File: config.mk
export PLATFORM = sky130hd
export DESIGN_NAME = uart_rx
export DESIGN_NICKNAME = d
export VERILOG_FILES = /design/src/rtl/uart_rx.sv
export SDC_FILE = /design/constraint.sdc
export NUM_CORES = 1
export LEC_CHECK = 0
export ABC_AREA = 1
export BUFFER_PORTS_ARGS = -buffer_cell sky130_fd_sc_hd__buf_2
export CAP_MARGIN = 20
export CORE_ASPECT_RATIO = 1.1
export CORE_MARGIN = 2
export CORE_UTILIZATION = 60
export CTS_BUF_LIST = sky130_fd_sc_hd__clkbuf_8
export DETAILED_ROUTE_END_ITERATION = 8
export PLACE_DENSITY = 0.79
export SETUP_SLACK_MARGIN = 0.3
export SKIP_CTS_REPAIR_TIMING = 1
export SYNTH_ARGS = -nofsm -noshare
export SYNTH_HDL_FRONTEND = slang
export SYNTH_SLANG_ARGS = --single-unit
File: constraint.sdc
create_clock -name clk -period 2.3 [get_ports clk]
set_clock_uncertainty 0.1 [all_clocks]
set_input_delay 0.46 -clock clk [delete_from_list [all_inputs] [get_ports clk]]
set_output_delay 0.46 -clock clk [all_outputs]
set_load 0.05 [all_outputs]
File: src/rtl/uart_rx.sv
// uart_rx: 8N1 asynchronous serial receiver, LSB first.
// The rx pin goes through a two-flop synchronizer and each bit is sampled at
// mid-bit. Received bytes are presented through a one-entry valid/ready
// output register. Framing errors and overruns are flagged with one-cycle
// pulses.
//
// Ports:
//   clk        system clock
//   reset      synchronous reset, active-high
//   rx         asynchronous serial line, idles high
//   data       received byte, stable while valid=1
//   valid      data holds an unconsumed byte
//   ready      consumer accepts data when valid&ready at a rising edge
//   frame_err  one-cycle pulse: stop bit sampled low
//   overrun    one-cycle pulse: completed byte dropped, output register full
//
// state     | meaning
// IDLE      | line idle, waiting for rx_s low
// START     | counting to mid start bit, confirming it is still low
// DATA      | sampling 8 data bits at mid-bit
// STOP      | waiting for mid stop bit, then deliver or flag framing error
// WAIT_HIGH | after a framing error, wait for the line to return high

module uart_rx #(
   parameter int CLK_FREQ  = 50_000_000,
   parameter int BAUD_RATE = 2_000_000
) (
   input  logic       clk,
   input  logic       reset,
   input  logic       rx,
   output logic [7:0] data,
   output logic       valid,
   input  logic       ready,
   output logic       frame_err,
   output logic       overrun
);

   localparam int          CLKS_PER_BIT = CLK_FREQ / BAUD_RATE;
   localparam int          HALF_BIT     = CLKS_PER_BIT / 2;
   localparam logic [15:0] BIT_LAST     = 16'(CLKS_PER_BIT - 1);
   localparam logic [15:0] HALF_LAST    = 16'(HALF_BIT - 1);

   typedef enum logic [2:0] {
      IDLE,
      START,
      DATA,
      STOP,
      WAIT_HIGH
   } state_e;

   state_e      state_q, state_d;
   logic        rx_meta_q;
   logic        rx_s_q;
   logic [15:0] clk_count_q, clk_count_d;
   logic [2:0]  bit_index_q, bit_index_d;
   logic [7:0]  shift_q, shift_d;
   logic [7:0]  data_q, data_d;
   logic        valid_q, valid_d;
   logic        frame_err_q, frame_err_d;
   logic        overrun_q, overrun_d;
   logic        deliver;

   always_comb begin
      state_d     = state_q;
      clk_count_d = clk_count_q;
      bit_index_d = bit_index_q;
      shift_d     = shift_q;
      data_d      = data_q;
      valid_d     = valid_q;
      frame_err_d = 1'b0;
      overrun_d   = 1'b0;
      deliver     = 1'b0;

      case (state_q)
         IDLE: begin
            if (!rx_s_q) begin
               state_d     = START;
               clk_count_d = 16'd0;
            end
         end
         START: begin
            if (clk_count_q == HALF_LAST) begin
               if (!rx_s_q) begin
                  state_d     = DATA;
                  clk_count_d = 16'd0;
                  bit_index_d = 3'd0;
               end else begin
                  // start bit did not survive to mid-bit: treat as a glitch
                  state_d = IDLE;
               end
            end else begin
               clk_count_d = clk_count_q + 16'd1;
            end
         end
         DATA: begin
            if (clk_count_q == BIT_LAST) begin
               shift_d[bit_index_q] = rx_s_q;
               clk_count_d          = 16'd0;
               if (bit_index_q == 3'd7) begin
                  state_d = STOP;
               end else begin
                  bit_index_d = bit_index_q + 3'd1;
               end
            end else begin
               clk_count_d = clk_count_q + 16'd1;
            end
         end
         STOP: begin
            if (clk_count_q == BIT_LAST) begin
               clk_count_d = 16'd0;
               // leaving at mid stop bit leaves half a bit of margin for the
               // next start edge of a back-to-back frame
               if (rx_s_q) begin
                  deliver = 1'b1;
                  state_d = IDLE;
               end else begin
                  frame_err_d = 1'b1;
                  state_d     = WAIT_HIGH;
               end
            end else begin
               clk_count_d = clk_count_q + 16'd1;
            end
         end
         WAIT_HIGH: begin
            if (rx_s_q) begin
               state_d = IDLE;
            end
         end
         default: begin
            state_d = IDLE;
         end
      endcase

      // a new byte takes priority over clearing valid on consumption
      if (deliver) begin
         if (!valid_q || ready) begin
            data_d  = shift_q;
            valid_d = 1'b1;
         end else begin
            overrun_d = 1'b1;
         end
      end else if (valid_q && ready) begin
         valid_d = 1'b0;
      end
   end

   always_ff @(posedge clk) begin
      if (reset) begin
         rx_meta_q   <= 1'b1;
         rx_s_q      <= 1'b1;
         state_q     <= IDLE;
         clk_count_q <= 16'd0;
         bit_index_q <= 3'd0;
         shift_q     <= 8'd0;
         data_q      <= 8'd0;
         valid_q     <= 1'b0;
         frame_err_q <= 1'b0;
         overrun_q   <= 1'b0;
      end else begin
         rx_meta_q   <= rx;
         rx_s_q      <= rx_meta_q;
         state_q     <= state_d;
         clk_count_q <= clk_count_d;
         bit_index_q <= bit_index_d;
         shift_q     <= shift_d;
         data_q      <= data_d;
         valid_q     <= valid_d;
         frame_err_q <= frame_err_d;
         overrun_q   <= overrun_d;
      end
   end

   assign data      = data_q;
   assign valid     = valid_q;
   assign frame_err = frame_err_q;
   assign overrun   = overrun_q;

endmodule

* After elaboration in Yosys (flattened, before gate mapping)
Cells that the tools add are included.
Storage, ports and cells: bits in registers 43, logic and storage cells 78
Cells by class: $add $sub $neg 2, order comparisons 2, eq/ne operators 16, multiplexer cells 29, bitwise gates (word level) 3, reductions and logical operators 16
Operator list (number):
- $mux 16 | 3
- $pmux 16 s3 | 1
- $mux 3 | 11
- $add 16x1->16 const B | 1
- $eq 16x4->1 const B | 1
- $eq 16x5->1 const B | 1
- $ne 2x2->1 const B | 8
- $pmux 3 s5 | 1
- $mux 1 | 9
- $bwmux 8 | 1
- $eq 3x2->1 const B | 2
- $eq 3x3->1 const B | 2
- $pmux 3 s2 | 1
- $reduce_and 2->1 | 3
- $reduce_and 6->1 | 1
- $reduce_and 5->1 | 1
- $lt 3x4->1 const B | 1
- $reduce_bool 2->1 | 2
- $reduce_or 2->1 | 2
- $add 3x1->3 const B | 1
- $demux 1 s3 | 1
- $eq 3x1->1 const B | 1
- $ge 3x1->1 const B | 1
- $logic_not 3->1 | 1
- other kinds (8) | 11

* Longest topological paths before layout
Gate-level depths: netlist of run 1.
word-level depth 5, gate-level depth with buffers 12, mapped depth without buffers 11

* Worst setup path before layout of run 1
OpenSTA, ideal clock, no wires.
path type register -> register, start register clk_count_q[1], end register clk_count_q[8], setup time 0.109 ns, data arrival time 1.388 ns, required time 2.091 ns, path slack 0.702 ns, stages on the path, launching flop included 10, buffers on the path 0, period minus slack after synthesis 1.598 ns, path through dfxtp_1 -> ha_1 -> nand2_1 -> nor3_2 -> nand2_1 -> xor2_1 -> nand2_1 -> nand3_1 -> nand2_1 -> inv_1
Between the ends: longest elaborated chain between the ends 3, elaborated cells between the ends (all ways) 6
Ends and longest elaborated chain:
- from (decl) | line 54 | logic [15:0] clk_count_q, clk_count_d;
- from (signal assigned) | line 163 | clk_count_q <= clk_count_d;
- $add 16x1->16 (tied with other cells) | line 92, 105, 121
- $mux 16 (on tied branches) | line 96, 109, 82
- $pmux 16 s3 (*) | line 74 | case (state_q)
Mark *: on every way between the ends. The rest lies on a longest branch, timed or not. A chain may end at the register's enable or synchronous reset.

* Worst setup path in the final report of run 1
start register clk_count_q[0], end register state_q[0]
Between the ends: longest elaborated chain between the ends 3, elaborated cells between the ends (all ways) 6
Ends and longest elaborated chain:
- $eq 16x5->1 / $eq 16x4->1 (equally long branches) | line 96, 109, 82
- $ne 2x2->1 (no source line)
- $reduce_and 6->1 (no source line) (*)
- to (signal assigned) | line 162 | state_q <= state_d;
- to (decl) | line 51 | state_e state_q, state_d;
Marks and branches as above.

==> results of run 1 <==
-- power groups by stage --
stage / Combinational, mW / Sequential [mW] / Clock [mW]
floorplan: 0.0721 / 0.771 / 0
global placement: 0.0833 / 0.775 / 0
detailed placement: 0.0850 / 0.775 / 0
CTS: 0.0857 / 0.758 / 0.520
global route: 0.101 / 0.759 / 0.554
finish: 0.0887 / 0.758 / 0.507
-- final cells by class --
cell class,count,area (sq um),area share (%)
Timing Repair Buffer,17,92.6,3.47
Inverter,43,161,6.05
Clock inverter,3,26.3,0.985
Clock buffer,5,68.8,2.58
Multi-Input combinational cell,279,1390,52.2
Sequential cell,43,862,32.3
Tap cell,52,65.1,2.44
-- layer usage --
layer | global-route usage (%) | part of all wire, % | up-vias | wire length, um
li1 | - | - | 1249 | -
met2 | 47.5 | 53 | 64 | 3000
met4 | 6.94 | 0.46 | 0 | 26
met1 | 29.4 | 41 | 1101 | 2300
met5 | 0 | 0 | - | 0
met3 | 4.40 | 5.2 | 2 | 295
-- worst max-delay path, stage by stage, from the launching register on --
cell	delay, ps
dfxtp_1	330
inv_1	90
ha_1	170
nand3_1	90
nor2_2	150
nand2_2	110
nand2_1	170
nand2_2	200
nor2_4	150
nand3_1	80
a21oi_1	140
-- sequential cells by signal (all words and copies together), names as in the netlist --
register / cells
state_q: 3
frame_err: 1
rx_meta_q: 1
data: 8
valid: 1
clk_count_q: 16
rx_s_q: 1
overrun: 1
shift_q: 8
bit_index_q: 3
-- synthesized netlist by cell type --
cell type	count
nor3_1	4
inv_2	6
o21a_1	1
o21ai_1	4
xor2_1	3
nand3_1	44
clkinv_1	1
dfxtp_1	43
nor2_4	5
nor4_1	1
nor2_1	58
nor2_2	3
nand2_2	3
nand2_1	82
nand4_1	12
ha_1	4
and2_1	1
nand3_2	1
nor3_2	4
buf_1	1
o211ai_1	2
nor3_4	1
clkbuf_1	8
or2_2	2
o21bai_1	2
and3_1	1
buf_6	3
buf_2	2
a21oi_1	25
inv_1	36
o21ai_0	14
nand4_2	1
-- worst paths after layout --
check,startpoint,to,slack (ps),depth (start not counted)
worst min register to register,rx_meta_q$_SDFF_PP1_,rx_s_q$_SDFF_PP1_,310,1
worst max register to register,clk_count_q[0]$_SDFFE_PP0P_,state_q[0]$_SDFFE_PP0P_,440,10
worst min-delay path,rx,rx_meta_q$_SDFF_PP1_,240,2
worst max-delay path,clk_count_q[0]$_SDFFE_PP0P_,state_q[0]$_SDFFE_PP0P_,440,10
-- metrics by stage --
stage                     hold WS, ps  cells
after detailed placement          294    433
after global routing              234    442
after global placement            292    433
after CTS                         236    441
final                             241    442
after floorplan                   289    378
-- logic make-up (layout without fill, tap and decap cells) --
group                    Yosys count  in the layout
AO/OA/AOI/OAI                     48             48
XOR/XNOR                           3              3
adder cells (fa/ha/maj)            4              4
buffers and inverters             57             68
flip-flops                        43             43
AND/OR/NAND/NOR                  223            224
==> metrics.txt, run 1 <==
Synth top area share 34.8%; die area 4650 sq um; placed inst area 2550 sq um; Antenna Nets Post-Route 0; via count 2416; HP Class input port to flop; Clk pwr share 37.5%; Yosys cell types 32; GRT Residual Overflow 0; fin util 67.3%; Synth Warn # 0; # nets final 397; Post-Place Setup Slack 346 ps; Max VDD drop 0.442 mV; worst-skew pair later-pin latency 300 ps; CP Max Fanout 10; Critical Path AT 1990 ps; static leakage 1.15 nW; FILL cells 384; unrepaired setup endpoints after global routing yes; Worst-Margin Slew 612 ps; Power Internal 1000 uW; mux share of post-synthesis cell area 0%; switching part of the total 26.1%; initial antenna violation count 0; n_diodes 0; max_cap viols 0; dpl hpwl 4080 um; I/O Pins 15; adder-cell share of the synthesized area 2.02%; Max Clk Rate 539 MHz; Psw 354 uW; Chip Width 65.2 um; clk slew on worst S/H paths 90 ps; Cell Pwr Density 508 nW/um^2; Routability Congestion 0.942; Post-Synthesis Cells 378; Setup Viol. Count Final 0; Critical Path RT 2430 ps; largest net degree at the start of global routing 25; Synth Area in Simple Gates 42.2%; CTS HTree Levels 2; Tot Pwr 1.35 mW; Total GRT Usage 25.4%; kind of end point of the critical path flop; post-layout min period 1860 ps; vias per cell 5.47; type of origin of the critical path flop; Synth Area per Inst 6.54 sq um; post-route setup slack 443 ps; Post-Synth XOR/XNOR Area 1.06%; first-pass GRT wire length 9400 um; setup TNS 0 ps; critical path class flop to flop; final worst-path cycle share 80.7%; CTS buffer count 5; Iter 0 DRT Violations 170; Max Slew Vio Count 0; status complete, no violations; commonest non-fill, non-tap cell in the layout nand2_1; Core Area 3960 sq um; Port Buf Inserts 14; largest family of logic cells by synthesized area simple AND/OR/NAND/NOR gates; DRT Pass-1 Iters 4; complex-gate fraction of the synthesized area 10.2%; vias in the first global route 2204; Seq/Total Area, Yosys 34.8%; synth-to-layout area growth 7.84%; layout cells sized above 1 13.6%; design area 2670 sq um; ranking of synthesized cells by area dfxtp_1 (35%), nand2_1 (12%), nand3_1 (8.9%), nor2_1 (8.8%), inv_1 (5.5%); most frequent cells in the layout nand2_1 (82), nor2_1 (58), nand3_1 (44); Max-slew headroom 59.1%; syn nets 386; Hold Vio Cnt, Final 0; Starting Density 62.4%; Max clock buf depth 2; drt drc 0; Yosys reg bits 43; Post-Route WL 5630 um; Comb pwr share 6.5%; biggest area consumer among synthesized cells dfxtp_1; Core Rows 24; CTS tree built; clock root buffer clkbuf_8; WL/cell 12.7 um; Mapped Area 2470 sq um; CTS Sinks 43; Die Ht 71.3 um; register share of total power 56.0%
Note: power is estimated with default switching activity, not from simulation.
==> inputs of run 2 (changes only) <==
--- a/config.mk
+++ b/config.mk
@@ -5,7 +5,7 @@
 export SDC_FILE = /design/constraint.sdc
 export NUM_CORES = 1
 export LEC_CHECK = 0
-export ABC_AREA = 1
+export ABC_AREA = 0
 export BUFFER_PORTS_ARGS = -buffer_cell sky130_fd_sc_hd__buf_2
 export CAP_MARGIN = 20
 export CORE_ASPECT_RATIO = 1.1
==> constraint.sdc (replaced) <==
create_clock -name clk -period 1.85 [get_ports clk]
set_clock_uncertainty 0.1 [all_clocks]
set_input_delay 0.37 -clock clk [delete_from_list [all_inputs] [get_ports clk]]
set_output_delay 0.37 -clock clk [all_outputs]
set_load 0.05 [all_outputs]
==> run 2 against run 1 <==
- the run now ends with negative setup slack left
- maximum frequency is 12% lower
- flip-flop and latch count stayed put
- register-to-register slack got worse by 690 ps
- synthesized cell count is 37% lower
- via count fell by 9.1%
==> metrics.txt, run 2 <==
HP Class input port to flop; Post-synth EDFFs 0; unrepaired setup endpoints after global routing yes; Max-slew headroom 64.5%; Hold Path End rx_meta_q$_SDFF_PP1_; Chip Width 60.9 um; fin util 86.5%; post-route setup slack -248 ps; status finished, violations left; GRT Residual Overflow 0; setup TNS -3810 ps; Hold Vio Cnt, Final 0; Synth Area per Inst 8.94 sq um; Post-Place Setup Slack -89.9 ps; largest net degree at the start of global routing 31; Total GRT Usage 28.3%; Core Rows 22; Seq/Total Area, Yosys 40.3%; most frequent cells in the layout dfxtp_1 (36), buf_4 (34), nor2_1 (29); CTS buffer count 5; vias in the first global route 1915; clk slew on worst S/H paths 90 ps; path depth of the worst reg2reg path 7; Core Area 3390 sq um; met3 wire len 433 um; via count 2195; r2r setup slk -250 ps; CP startpoint clk_count_q[0]$_SDFFE_PP0P_; Max Clk Rate 477 MHz; Routability Congestion 0.844; Port Buf Inserts 14; Yosys reg bits 43; final worst-path cycle share 113%; FILL cells 174; worst-skew pair later-pin latency 310 ps; ranking of synthesized cells by area dfxtp_1 (40%), mux2i_1 (7.5%), nor2_1 (5.1%), nand2_1 (3.0%), a21oi_1 (2.8%); Mapped Area 2140 sq um; hold path cells 2; Max clock buf depth 2; failing checks negative setup slack; synth-to-layout area growth 37.1%; HP Start rx; n_diodes 0; count leader, synth dfxtp_1; Post-Route WL 6610 um; top sig layer met4; routed wl met2 3350 um; reg-to-reg startpoint clk_count_q[0]$_SDFFE_PP0P_; final std cells w/o fill 340; Yosys cell types 47; CTS HTree Levels 2; ys flop type dfxtp_1; DRT Pass-1 Iters 5; Cell Pwr Density 577 nW/um^2; Starting Density 63.1%; Setup Viol. Count Final 38; WL/cell 19.4 um; CTS tree built; Synth top area share 40.3%; Iter 0 DRT Violations 300; Die Ht 66.6 um; static leakage 1.15 nW; Worst-Margin Slew 532 ps; # nets final 299; Cells after DPL 326; Critical Path AT 2180 ps; Commonest cells post-synth dfxtp_1 (43), nor2_1 (29), nand2_1 (17), mux2i_1 (16), a21oi_1 (12); first-pass GRT wire length 8450 um; kind of end point of the critical path flop; critical path class flop to flop; Antenna Nets Post-Route 0; post-layout min period 2100 ps; initial antenna violation count 0; slowest CP cell dfxtp_4; CTS Sinks 43; die area 4050 sq um; WL met1 2390 um; commonest non-fill, non-tap cell in the layout dfxtp_1; Most flops, register clk_count_q; clock root buffer clkbuf_8; I/O Pins 15; CP Max Fanout 5; Max Slew Vio Count 0; Largest stage delay, worst path 380 ps; biggest area consumer among synthesized cells dfxtp_1; max reg flops 16; syn nets 247; layout cells sized above 1 41.4%; Max VDD drop 0.624 mV; Post-Synthesis Cells 239; crit-path cells ha_4 -> nor4b_4 -> nand4_4 -> a32o_2 -> buf_4 -> a31oi_1 -> a21oi_1; drt drc 0; Critical Path RT 1940 ps; Reg2Reg Capture Point clk_count_q[12]$_SDFFE_PP0P_; max_cap viols 0; vias per cell 6.46; type of origin of the critical path flop; dpl hpwl 3660 um; Synth Warn # 0; ys async rst share 0%
-- run 2: changes by cell type after synthesis, moves of 7 or more --
cell,before,now
nand3_1,44,10
o21ai_0,14,4
nand2_1,82,17
a21oi_1,25,12
nor2b_1,0,8
nand4_1,12,5
nor3_1,4,11
inv_1,36,4
nor2_1,58,29
a31oi_1,0,7
mux2i_1,0,16
-- run 2: layer usage --
| layer | vias to the layer above | global-route usage [%] |
|---|---|---|
| li1 | 979 | - |
| met1 | 1036 | 30.1 |
| met4 | 0 | 15.5 |
| met3 | 52 | 5.83 |
| met5 | - | 0 |
| met2 | 128 | 50.7 |
-- run 2: worst max path at each step --
| stage | to | slack [ps] |
|---|---|---|
| floorplan | state_q[0]$_SDFFE_PP0P_ | -20 |
| global placement | clk_count_q[13]$_SDFFE_PP0P_ | -50 |
| detailed placement | state_q[0]$_SDFFE_PP0P_ | -90 |
| CTS | shift_q[6]$_SDFFE_PP0P_ | -120 |
| global route | clk_count_q[12]$_SDFFE_PP0P_ | -290 |
| finish | clk_count_q[12]$_SDFFE_PP0P_ | -250 |
-- run 2: stage by stage --
step	area (sq um)	power, mW	hold WS [ps]
floorplan	2210	1.00	289
global placement	2550	1.03	298
detailed placement	2550	1.03	305
CTS	2650	1.66	142
global route	2930	1.74	142
finish	2930	1.69	140
-- run 2: kinds of logic after synthesis --
family,after synthesis,share of synthesized area [%]
xor gates and xnor gates,2,0.820
muxes,19,9.08
buffers and inverters,16,3.34
and+or+nand+nor,109,28.8
adders and majority gates,4,2.34
AOI/OAI and AO/OA,46,15.3
DFF,43,40.3
-- run 2: final cells by class --
class | count | area [sq um] | area share [%]
Multi-Input combinational cell | 181 | 1470 | 50.0
Inverter | 4 | 15.0 | 0.513
Tap cell | 48 | 60.1 | 2.05
Clock inverter | 2 | 15.0 | 0.513
Clock buffer | 6 | 82.6 | 2.82
Sequential cell | 43 | 875 | 29.9
Timing Repair Buffer | 56 | 415 | 14.2
-- run 2: worst max-delay path: cells and delay by family (launching register included) --
kind                     cells  cell delay (ps)
AND/OR/NAND/NOR              2              500
flip-flops                   1              380
adder cells (fa/ha/maj)      1              130
buffers and inverters        1              180
AO/OA/AOI/OAI                3              680
-- run 2: power breakdown --
group          leakage (nW)  switching [mW]  internal, mW
logic                 0.747          0.0609        0.0433
clock network        0.0517           0.347         0.306
registers             0.351         0.00619         0.926
